--- src/rtl/alu_pkg.sv ---
// -----------------------------------------------------------------------------
// alu_pkg
// Shared definitions for the two-requester ALU scheduler:
//   - data / shift / opcode widths
//   - opcode constants (ADD..SRA); any other opcode value is illegal
//   - scheduler FSM state encoding
//   - command and response record types
// -----------------------------------------------------------------------------
package alu_pkg;

  localparam int DATA_W  = 16;
  localparam int SHAMT_W = 5;
  localparam int OPC_W   = 4;

  localparam logic [OPC_W-1:0] OP_ADD = 4'd0;
  localparam logic [OPC_W-1:0] OP_SUB = 4'd1;
  localparam logic [OPC_W-1:0] OP_AND = 4'd2;
  localparam logic [OPC_W-1:0] OP_OR  = 4'd3;
  localparam logic [OPC_W-1:0] OP_SLL = 4'd4;
  localparam logic [OPC_W-1:0] OP_SRA = 4'd5;

  typedef enum logic [1:0] {
    ST_IDLE = 2'd0,
    ST_EXEC = 2'd1,
    ST_RESP = 2'd2
  } state_e;

  // Accepted command, held in the operand registers while the op executes.
  typedef struct packed {
    logic               id;
    logic [OPC_W-1:0]   opcode;
    logic [DATA_W-1:0]  a;
    logic [DATA_W-1:0]  b;
    logic [SHAMT_W-1:0] shamt;
  } alu_cmd_t;

  // Registered response payload, stable for the whole RESP phase.
  typedef struct packed {
    logic              id;
    logic [DATA_W-1:0] result;
    logic              carry;
    logic              zero;
    logic              ovf;
    logic              sign;
    logic              err;
  } alu_rsp_t;

endpackage

--- src/rtl/alu16_core.sv ---
// -----------------------------------------------------------------------------
// alu16_core
// Purely combinational 16-bit ALU.
//   opcode  : operation select (ADD, SUB, AND, OR, SLL, SRA; others illegal)
//   a, b    : operands
//   shamt   : shift amount for SLL/SRA (16..31 saturates)
//   result  : 16-bit result (0 for illegal opcodes)
//   carry   : ADD carry-out / SUB borrow, 0 otherwise
//   zero    : result == 0
//   ovf     : signed overflow for ADD/SUB, 0 otherwise
//   sign    : result[15]
//   err     : illegal opcode
// -----------------------------------------------------------------------------
module alu16_core
  import alu_pkg::*;
(
  input  logic [OPC_W-1:0]   opcode,
  input  logic [DATA_W-1:0]  a,
  input  logic [DATA_W-1:0]  b,
  input  logic [SHAMT_W-1:0] shamt,
  output logic [DATA_W-1:0]  result,
  output logic               carry,
  output logic               zero,
  output logic               ovf,
  output logic               sign,
  output logic               err
);

  logic [DATA_W:0] sum;
  logic [DATA_W:0] diff;
  logic            shift_big;

  // One extra bit on both paths: sum[16] is carry-out, diff[16] is the
  // unsigned borrow (a < b).
  assign sum       = {1'b0, a} + {1'b0, b};
  assign diff      = {1'b0, a} - {1'b0, b};
  assign shift_big = shamt[SHAMT_W-1];

  always_comb begin
    result = '0;
    carry  = 1'b0;
    ovf    = 1'b0;
    err    = 1'b0;
    case (opcode)
      OP_ADD: begin
        result = sum[DATA_W-1:0];
        carry  = sum[DATA_W];
        ovf    = (a[DATA_W-1] == b[DATA_W-1]) && (sum[DATA_W-1] != a[DATA_W-1]);
      end
      OP_SUB: begin
        result = diff[DATA_W-1:0];
        carry  = diff[DATA_W];
        ovf    = (a[DATA_W-1] != b[DATA_W-1]) && (diff[DATA_W-1] != a[DATA_W-1]);
      end
      OP_AND: result = a & b;
      OP_OR:  result = a | b;
      OP_SLL: result = shift_big ? '0 : (a << shamt[SHAMT_W-2:0]);
      OP_SRA: result = shift_big ? {DATA_W{a[DATA_W-1]}}
                                 : DATA_W'($signed(a) >>> shamt[SHAMT_W-2:0]);
      default: err = 1'b1;
    endcase
  end

  assign zero = (result == '0);
  assign sign = result[DATA_W-1];

endmodule

--- src/rtl/alu_rr_scheduler.sv ---
// -----------------------------------------------------------------------------
// alu_rr_scheduler
// Two requesters share one ALU. A round-robin arbiter grants one command at a
// time; each op walks IDLE -> EXEC -> RESP -> IDLE, so at most one op is in
// flight and the response is held until the consumer takes it.
//   clk, rst_n                 : clock, async active-low reset
//   reqN_valid / reqN_ready    : command handshake for requester N (0,1)
//   reqN_opcode/a/b/shamt      : command payload for requester N
//   rsp_valid / rsp_ready      : response handshake
//   rsp_id                     : requester that issued the response
//   rsp_result + flags, rsp_err: registered ALU result
// -----------------------------------------------------------------------------
module alu_rr_scheduler
  import alu_pkg::*;
(
  input  logic               clk,
  input  logic               rst_n,

  input  logic               req0_valid,
  output logic               req0_ready,
  input  logic [OPC_W-1:0]   req0_opcode,
  input  logic [DATA_W-1:0]  req0_a,
  input  logic [DATA_W-1:0]  req0_b,
  input  logic [SHAMT_W-1:0] req0_shamt,

  input  logic               req1_valid,
  output logic               req1_ready,
  input  logic [OPC_W-1:0]   req1_opcode,
  input  logic [DATA_W-1:0]  req1_a,
  input  logic [DATA_W-1:0]  req1_b,
  input  logic [SHAMT_W-1:0] req1_shamt,

  output logic               rsp_valid,
  input  logic               rsp_ready,
  output logic               rsp_id,
  output logic [DATA_W-1:0]  rsp_result,
  output logic               rsp_carry,
  output logic               rsp_zero,
  output logic               rsp_ovf,
  output logic               rsp_sign,
  output logic               rsp_err
);

  state_e   state_q,     state_d;
  logic     last_q,      last_d;       // requester granted most recently
  alu_cmd_t cmd_q,       cmd_d;        // operand registers
  alu_rsp_t rsp_q,       rsp_d;        // response registers
  logic     rsp_valid_q, rsp_valid_d;

  alu_cmd_t req0_cmd, req1_cmd;
  alu_rsp_t alu_out;
  logic     gnt_vld, gnt_id, accept;

  assign req0_cmd = '{id: 1'b0, opcode: req0_opcode, a: req0_a, b: req0_b, shamt: req0_shamt};
  assign req1_cmd = '{id: 1'b1, opcode: req1_opcode, a: req1_a, b: req1_b, shamt: req1_shamt};

  // ---------------------------------------------------------------------------
  // Round-robin grant: a lone requester always wins; under contention the one
  // not granted last wins. last_q resets to 1 so req0 wins the first tie.
  // ---------------------------------------------------------------------------
  always_comb begin
    gnt_vld = req0_valid | req1_valid;
    if (req0_valid && req1_valid) gnt_id = ~last_q;
    else                          gnt_id = ~req0_valid;
  end

  // Ready is purely combinational and gated by rst_n so nothing is offered
  // while reset is held, even though the state already reads IDLE.
  assign req0_ready = rst_n & (state_q == ST_IDLE) & gnt_vld & ~gnt_id;
  assign req1_ready = rst_n & (state_q == ST_IDLE) & gnt_vld &  gnt_id;
  assign accept     = (req0_ready & req0_valid) | (req1_ready & req1_valid);

  alu16_core u_core (
    .opcode (cmd_q.opcode),
    .a      (cmd_q.a),
    .b      (cmd_q.b),
    .shamt  (cmd_q.shamt),
    .result (alu_out.result),
    .carry  (alu_out.carry),
    .zero   (alu_out.zero),
    .ovf    (alu_out.ovf),
    .sign   (alu_out.sign),
    .err    (alu_out.err)
  );
  assign alu_out.id = cmd_q.id;

  // ---------------------------------------------------------------------------
  // Next-state logic
  // ---------------------------------------------------------------------------
  always_comb begin
    state_d     = state_q;
    last_d      = last_q;
    cmd_d       = cmd_q;
    rsp_d       = rsp_q;
    rsp_valid_d = rsp_valid_q;
    case (state_q)
      ST_IDLE: begin
        if (accept) begin
          cmd_d   = gnt_id ? req1_cmd : req0_cmd;
          last_d  = gnt_id;
          state_d = ST_EXEC;
        end
      end
      ST_EXEC: begin
        rsp_d       = alu_out;
        rsp_valid_d = 1'b1;
        state_d     = ST_RESP;
      end
      ST_RESP: begin
        // Payload is left untouched here so it stays stable across stalls.
        if (rsp_ready) begin
          rsp_valid_d = 1'b0;
          state_d     = ST_IDLE;
        end
      end
      default: begin
        rsp_valid_d = 1'b0;
        state_d     = ST_IDLE;
      end
    endcase
  end

  // Reset also discards any op in EXEC/RESP: its response is never shown.
  always_ff @(posedge clk or negedge rst_n) begin
    if (!rst_n) begin
      state_q     <= ST_IDLE;
      last_q      <= 1'b1;
      cmd_q       <= '0;
      rsp_q       <= '0;
      rsp_valid_q <= 1'b0;
    end else begin
      state_q     <= state_d;
      last_q      <= last_d;
      cmd_q       <= cmd_d;
      rsp_q       <= rsp_d;
      rsp_valid_q <= rsp_valid_d;
    end
  end

  assign rsp_valid  = rsp_valid_q;
  assign rsp_id     = rsp_q.id;
  assign rsp_result = rsp_q.result;
  assign rsp_carry  = rsp_q.carry;
  assign rsp_zero   = rsp_q.zero;
  assign rsp_ovf    = rsp_q.ovf;
  assign rsp_sign   = rsp_q.sign;
  assign rsp_err    = rsp_q.err;

endmodule

--- config.mk ---
export PLATFORM = sky130hd
export DESIGN_NAME = alu_rr_scheduler
export DESIGN_NICKNAME = d
export VERILOG_FILES = /design/src/rtl/alu_pkg.sv /design/src/rtl/alu16_core.sv /design/src/rtl/alu_rr_scheduler.sv
export SDC_FILE = /design/constraint.sdc
export NUM_CORES = 1
export LEC_CHECK = 0
export CORE_MARGIN = 1.5
export CORE_UTILIZATION = 45
export DETAILED_ROUTE_END_ITERATION = 10
export GPL_TIMING_DRIVEN = 0
export HOLD_SLACK_MARGIN = 0.03
export PLACE_DENSITY = 0.69
export SETUP_SLACK_MARGIN = 0.4
export SLEW_MARGIN = 20
export SYNTH_ARGS = -nofsm -noshare
export SYNTH_HDL_FRONTEND = slang
export SYNTH_SLANG_ARGS = --single-unit
--- constraint.sdc ---
create_clock -name clk -period 9.85 [get_ports clk]
set_clock_uncertainty 0.2 [all_clocks]
set_input_delay 1.4775 -clock clk [delete_from_list [all_inputs] [get_ports clk]]
set_output_delay 1.4775 -clock clk [all_outputs]
set_load 0.02 [all_outputs]
# [Yosys cells after proc, flatten, opt, wreduce, memory -nomap -nowiden]
# Index checks and enable logic that the tools add are counted.
[op_classes] shifts=2 eq_ne=13 add_sub_neg=2 bitwise_logic=14 n_mux=13 reduce_logical=10
[op_table] cell="$pmux W16 S6" n=1
[op_table] cell="$mux W42" n=1
[op_table] cell="$mux W16" n=2
[op_table] cell="$add A16 B16 Y17" n=1
[op_table] cell="$sub A16 B16 Y17" n=1
[op_table] cell="$and A16 B16 Y16" n=1
[op_table] cell="$logic_not A16 Y1" n=1
[op_table] cell="$or A16 B16 Y16" n=1
[op_table] cell="$shl A16 B4 Y16" n=1
[op_table] cell="$sshr A16 B4 Y16" n=1
[op_table] cell="$eq A4 B2 Y1 const B" n=2
[op_table] cell="$eq A4 B3 Y1 const B" n=2
[op_table] cell="$and A1 B1 Y1" n=6
[op_table] cell="$pmux W2 S3" n=1
[op_table] cell="$reduce_and A2 Y1" n=3
[op_table] cell="$reduce_or A6 Y1" n=1
[op_table] cell="$eq A4 B1 Y1 const B" n=1
[op_table] cell="$logic_not A4 Y1" n=1
[op_table] cell="$mux W2" n=2
[op_table] cell="$ne A2 B2 Y1 const B" n=2
[op_table] cell="$not A1 Y1" n=4
[op_table] cell="$pmux W1 S2" n=2
[op_table] cell="$logic_and A1 B1 Y1" n=3
[op_table] cell="$mux W1" n=3
[op_table] cell="7 further kinds" n=10
[totals] out_inout_bits=25 register_bits=68 wordCells=69

# [Depth between registers and ports, before layout]
# Gate-level depths: netlist (run 1).
[depth] depth_word=8 depth_mapped=14 depth_no_buf=13

# [Modules after synthesis]
# Synthesis (run 1) repeated with hierarchy kept, for this count alone.
[hier_totals] hier_cells=796 hier_area_um2=7718.7
[modules_own_cells] mod="alu16_core" area_each_um2=4159.0 instances=1 seq_area_each_um2=0.0 cells_each=581
[modules_own_cells] mod="alu_rr_scheduler" area_each_um2=3559.7 instances=1 seq_area_each_um2=1702.9 cells_each=215

# [Least setup slack after synthesis (run 1)]
# No wires, ideal clock.
[synth_timing] path_type="input port to output port" startpoint="input port req1_valid" endpoint="output port req0_ready" cell_stages=4 setup_slack_ns=5.495 path_buffers=1 arrival_time_ns=2.678 cell_sequence="inv_1 > o21ai_0 > clkbuf_1 > nor4b_1"
[synth_via] elab_chain_cells=4
[synth_lines] element="from (decl)" line_no="alu_rr_scheduler.sv:26" source="input logic req1_valid,"
[synth_lines] element="$logic_and A1 B1 Y1" line_no="alu_rr_scheduler.sv:63" source="if (req0_valid && req1_valid) gnt_id = ~last_q;"
[synth_lines] element="$mux W1" line_no="alu_rr_scheduler.sv:63"
[synth_lines] element="$not A1 Y1" line_no="alu_rr_scheduler.sv:69" source="assign req0_ready = rst_n & (state_q == ST_IDLE) & gnt_vld & ~gnt_id;"
[synth_lines] element="$and A1 B1 Y1 *" line_no="alu_rr_scheduler.sv:69"
[synth_lines] element="to (decl)" line_no="alu_rr_scheduler.sv:20" source="output logic req0_ready,"
# Mark *: on every way between the ends. The rest lies on a longest branch, timed or not.

# [Worst setup path in the final report (run 1)]
[layout_timing] startpoint="input port rst_n" endpoint="output port req1_ready"
[layout_via] elab_chain_cells=3
[layout_lines] element="from (decl)" line_no="alu_rr_scheduler.sv:17" source="input logic rst_n,"
[layout_lines] element="$and A1 B1 Y1 (3 in series)" line_no="alu_rr_scheduler.sv:70" source="assign req1_ready = rst_n & (state_q == ST_IDLE) & gnt_vld & gnt_id;"
[layout_lines] element="to (decl)" line_no="alu_rr_scheduler.sv:27" source="output logic req1_ready,"
# Every way passes these cells.

==> results.txt, run 1 <==
Finish-stage setup viols: 0
Setup CP Type: input pin to output port
Iteration-0 DRC count of the detailed router: 793
Top layer in use: met4
Post-detail-place hpwl: 20800 um
Clock transition at path regs: 0.06 ns
DRC violations left: 0
Routed wl met3: 2140 um
Slowest CP cell: nor4b_2
Row Count: 45
Setup repair bufs after CTS: 0
Final Worst Setup Slack: 4.18 ns
PostCTS Resize Cnt: 0
Share of the yosys chip area belonging to registers: 0.238
Setup total negative slack: 0 ns
Distinct cells, synth: 85
GRT Overall Usage: 0.327
Number of flip-flops in the largest register: 41
First-pass GRT wire length: 40100 um
Netlist area before placement: 7050 um2
RSZ-0062 raised after global routing: no
Core area: 15300 um2
Critical Path Sink Type: output port
Number of port buffers: 111
Post-Layout Inst Area: 8790 um2
Clock Latency Late Sink: 0.35 ns
Placer Congestion: 0.997
Vias: 7119
Async SR Flop Fraction: 1.00
Yosys warns: 0
CP cell instances: buf_4 > buf_16 > nor4b_2 > clkbuf_1 > and2_1 > clkdlybuf4s50_1
Drt wl/cell: 22.4 um
Highest cell delay on the worst timing path: 0.61 ns
Commonest cells in the netlist: nor2_1 (98), a21oi_1 (85), dfrtp_1 (66), nand2_1 (60)
Bufs and invs on worst path: 4
Post-synth EDFFs: 0
CP Data Required Time: 8.17 ns
Register bank with the most flops: cmd_q
Detailed Route WL: 26300 um
Crit Path Max Fanout: 53
Die width: 128 um
Maximum VDD drop: 163 uV
Post-synth top flop: dfrtp_1
Drt first pass iters: 5
Pin count of the biggest net entering global routing: 54
Post-Syn Nets: 972
Nets: 1095
Met2 WL: 11900 um
Cts bufs inserted: 9
Met1 Wirelength: 11500 um
Cell family with most CP delay: buffers and inverters
RR Startpoint: cmd_q[21]$_DFFE_PN0P_
Cells after synthesis: 831
Share of cells above drive strength 1: 0.0928
Clock tree buffer depth: 2
Slew Viols, Final: 0
Worst Hold Class: register to register
WHS Endpoint: rsp_result[3]$_DFFE_PN0P_
WP data arrival: 3.99 ns
Worst R2R Setup Slack: 5.54 ns
Count leader, synth: nor2_1
Power per Cell Area: 349 nW/um2
GRT overflow: 0
Path depth of the worst reg2reg path: 13
IO Pins: 112
Worst slew margin: 0.485
Ant. Diodes: 0
Largest cells by area after synthesis: dfrtp_1 (23%), ha_1 (9.2%), mux2i_1 (7.7%)
Antenna Nets Post-Route: 0
Largest area contributor in the netlist: dfrtp_1
Synth Area per Inst: 8.48 um2
Seq cells post-synth: 67
Starting Density: 0.462
Max Cap Viol: 0
Tmin final: 5.67 ns
CTS tree: built
Vias in the first global route: 6828
Achievable frequency: 176 MHz
DP Area: 8460 um2
Setup Slack @ Placement: 4.16 ns
Tcrit/Tclk final: 0.576
Clock Sinks: 67
Reg-to-reg endpoint: rsp_zero$_DFFE_PN0P_
H-tree Lvls: 3
Cts hold-fix bufs: 0
CTS root buffer: clkbuf_16
Hold Startpoint: rsp_result[3]$_DFFE_PN0P_
Initial antenna violation count: 0
Startpoint types: input pin
Synth top area share: 0.234
Final-report hold violation count: 0
Leakage: 3.77 nW
Drt via density: 6.08
Full die area: 16400 um2
Die span in y: 128 um
Hold Path Cell Cnt: 2
Status: complete, no violations
Slew @ Worst Pin: 0.772 ns
P&R area growth vs syn: 24.7%
[stage by stage]
| step | cells | utilization | hold WS [ns] | power [W] |
|---|---|---|---|---|
| 2_1_floorplan | 831 | - | 0.239 | 0.00195 |
| 3_3_place_gp | 1153 | 0.552 | 0.260 | 0.00264 |
| 3_5_place_dp | 1154 | 0.554 | 0.264 | 0.00264 |
| 4_1_cts | 1170 | 0.576 | 0.278 | 0.00301 |
| 5_1_grt | 1170 | 0.576 | 0.302 | 0.00326 |
| 6_report | 1170 | 0.576 | 0.271 | 0.00307 |
[per-layer routing]
metal  vias to the layer above  GRT usage
li1                       3288          -
met1                      3398      0.440
met2                       387      0.522
met3                        46     0.0668
met4                         0      0.111
met5                         -          0
[placed cells by master (no fill, tap or decap), types with 4 or more instances in the layout]
cell / n
a211oi_1: 14
a21oi_1: 85
a221oi_1: 5
a31oi_1: 8
buf_1: 8
buf_12: 5
buf_2: 10
buf_6: 4
clkbuf_1: 29
clkbuf_16: 9
clkbuf_8: 4
clkdlybuf4s50_1: 110
dfrtp_1: 66
ha_1: 52
inv_1: 54
mux2_2: 13
mux2i_1: 54
mux4_1: 9
mux4_2: 15
nand2_1: 60
nand2b_1: 7
nand3_1: 14
nand4_1: 7
nor2_1: 98
nor2b_1: 6
nor3_1: 27
nor4_1: 8
o2111ai_1: 6
o211ai_1: 16
o21ai_0: 35
o21ai_1: 4
o21bai_1: 6
o221ai_1: 5
o22ai_1: 7
o31ai_1: 5
xnor2_1: 8
[power by group]
part	total, W	switching (W)	internal [W]
combinational	0.00215	0.00129	0.000862
sequential	0.000557	0.000168	0.000388
clock	0.000359	0.000136	0.000224
total	0.00307	0.00160	0.00147
[how the worst max path moves through the flow]
stage,from,to,cells after the start
floorplan,req1_valid,req0_ready,4
finish,rst_n,req1_ready,6
CTS,rst_n,req1_ready,6
detailed placement,rst_n,req1_ready,6
global placement,rst_n,req1_ready,5
global route,rst_n,req1_ready,6
[worst min-delay path: stages, from the launching register on]
cell     delay (ns)
dfrtp_1        0.34
nand2_1        0.05
nand2_1        0.05
[logic make-up after synthesis]
family,Yosys count,share of synthesized area
AND/OR/NAND/NOR,258,0.172
AO/OA/AOI/OAI,233,0.212
buffers and inverters,118,0.0873
multiplexers,92,0.181
flip-flops,67,0.238
adder cells (fa/ha/maj),54,0.0980
XOR/XNOR,9,0.0112
[cell type report]
cell class,count,area [um2]
multi-input combinational,646,4770
inverter,55,206
tap,211,264
fill,1464,6470
timing repair buffer,112,1140
sequential,67,1680
clock inverter,7,101
buffer,63,409
clock buffer,9,225
(Power assumes the default switching activity.)
==> run 2: changes to the inputs <==
==> constraint.sdc (replaced) <==
create_clock -name clk -period 5.4 [get_ports clk]
set_clock_uncertainty 0.2 [all_clocks]
set_input_delay 0.81 -clock clk [delete_from_list [all_inputs] [get_ports clk]]
set_output_delay 0.81 -clock clk [all_outputs]
set_load 0.02 [all_outputs]
==> results of run 2 <==
Same layout as run 1 (identical final DEF). Status: complete, no violations.
Among the figures that moved: setup slack after placement 4.16 ns -> 1.04 ns; clock-pin slew on the worst setup and hold paths 0.06 ns -> 0.05 ns; setup slack after layout 4.18 ns -> 1.06 ns; hold slack 0.271 ns -> 0.145 ns; register-to-register setup slack 5.54 ns -> 1.09 ns; total power 0.00307 W -> 0.00560 W; worst IR drop on VDD 163 uV -> 297 uV
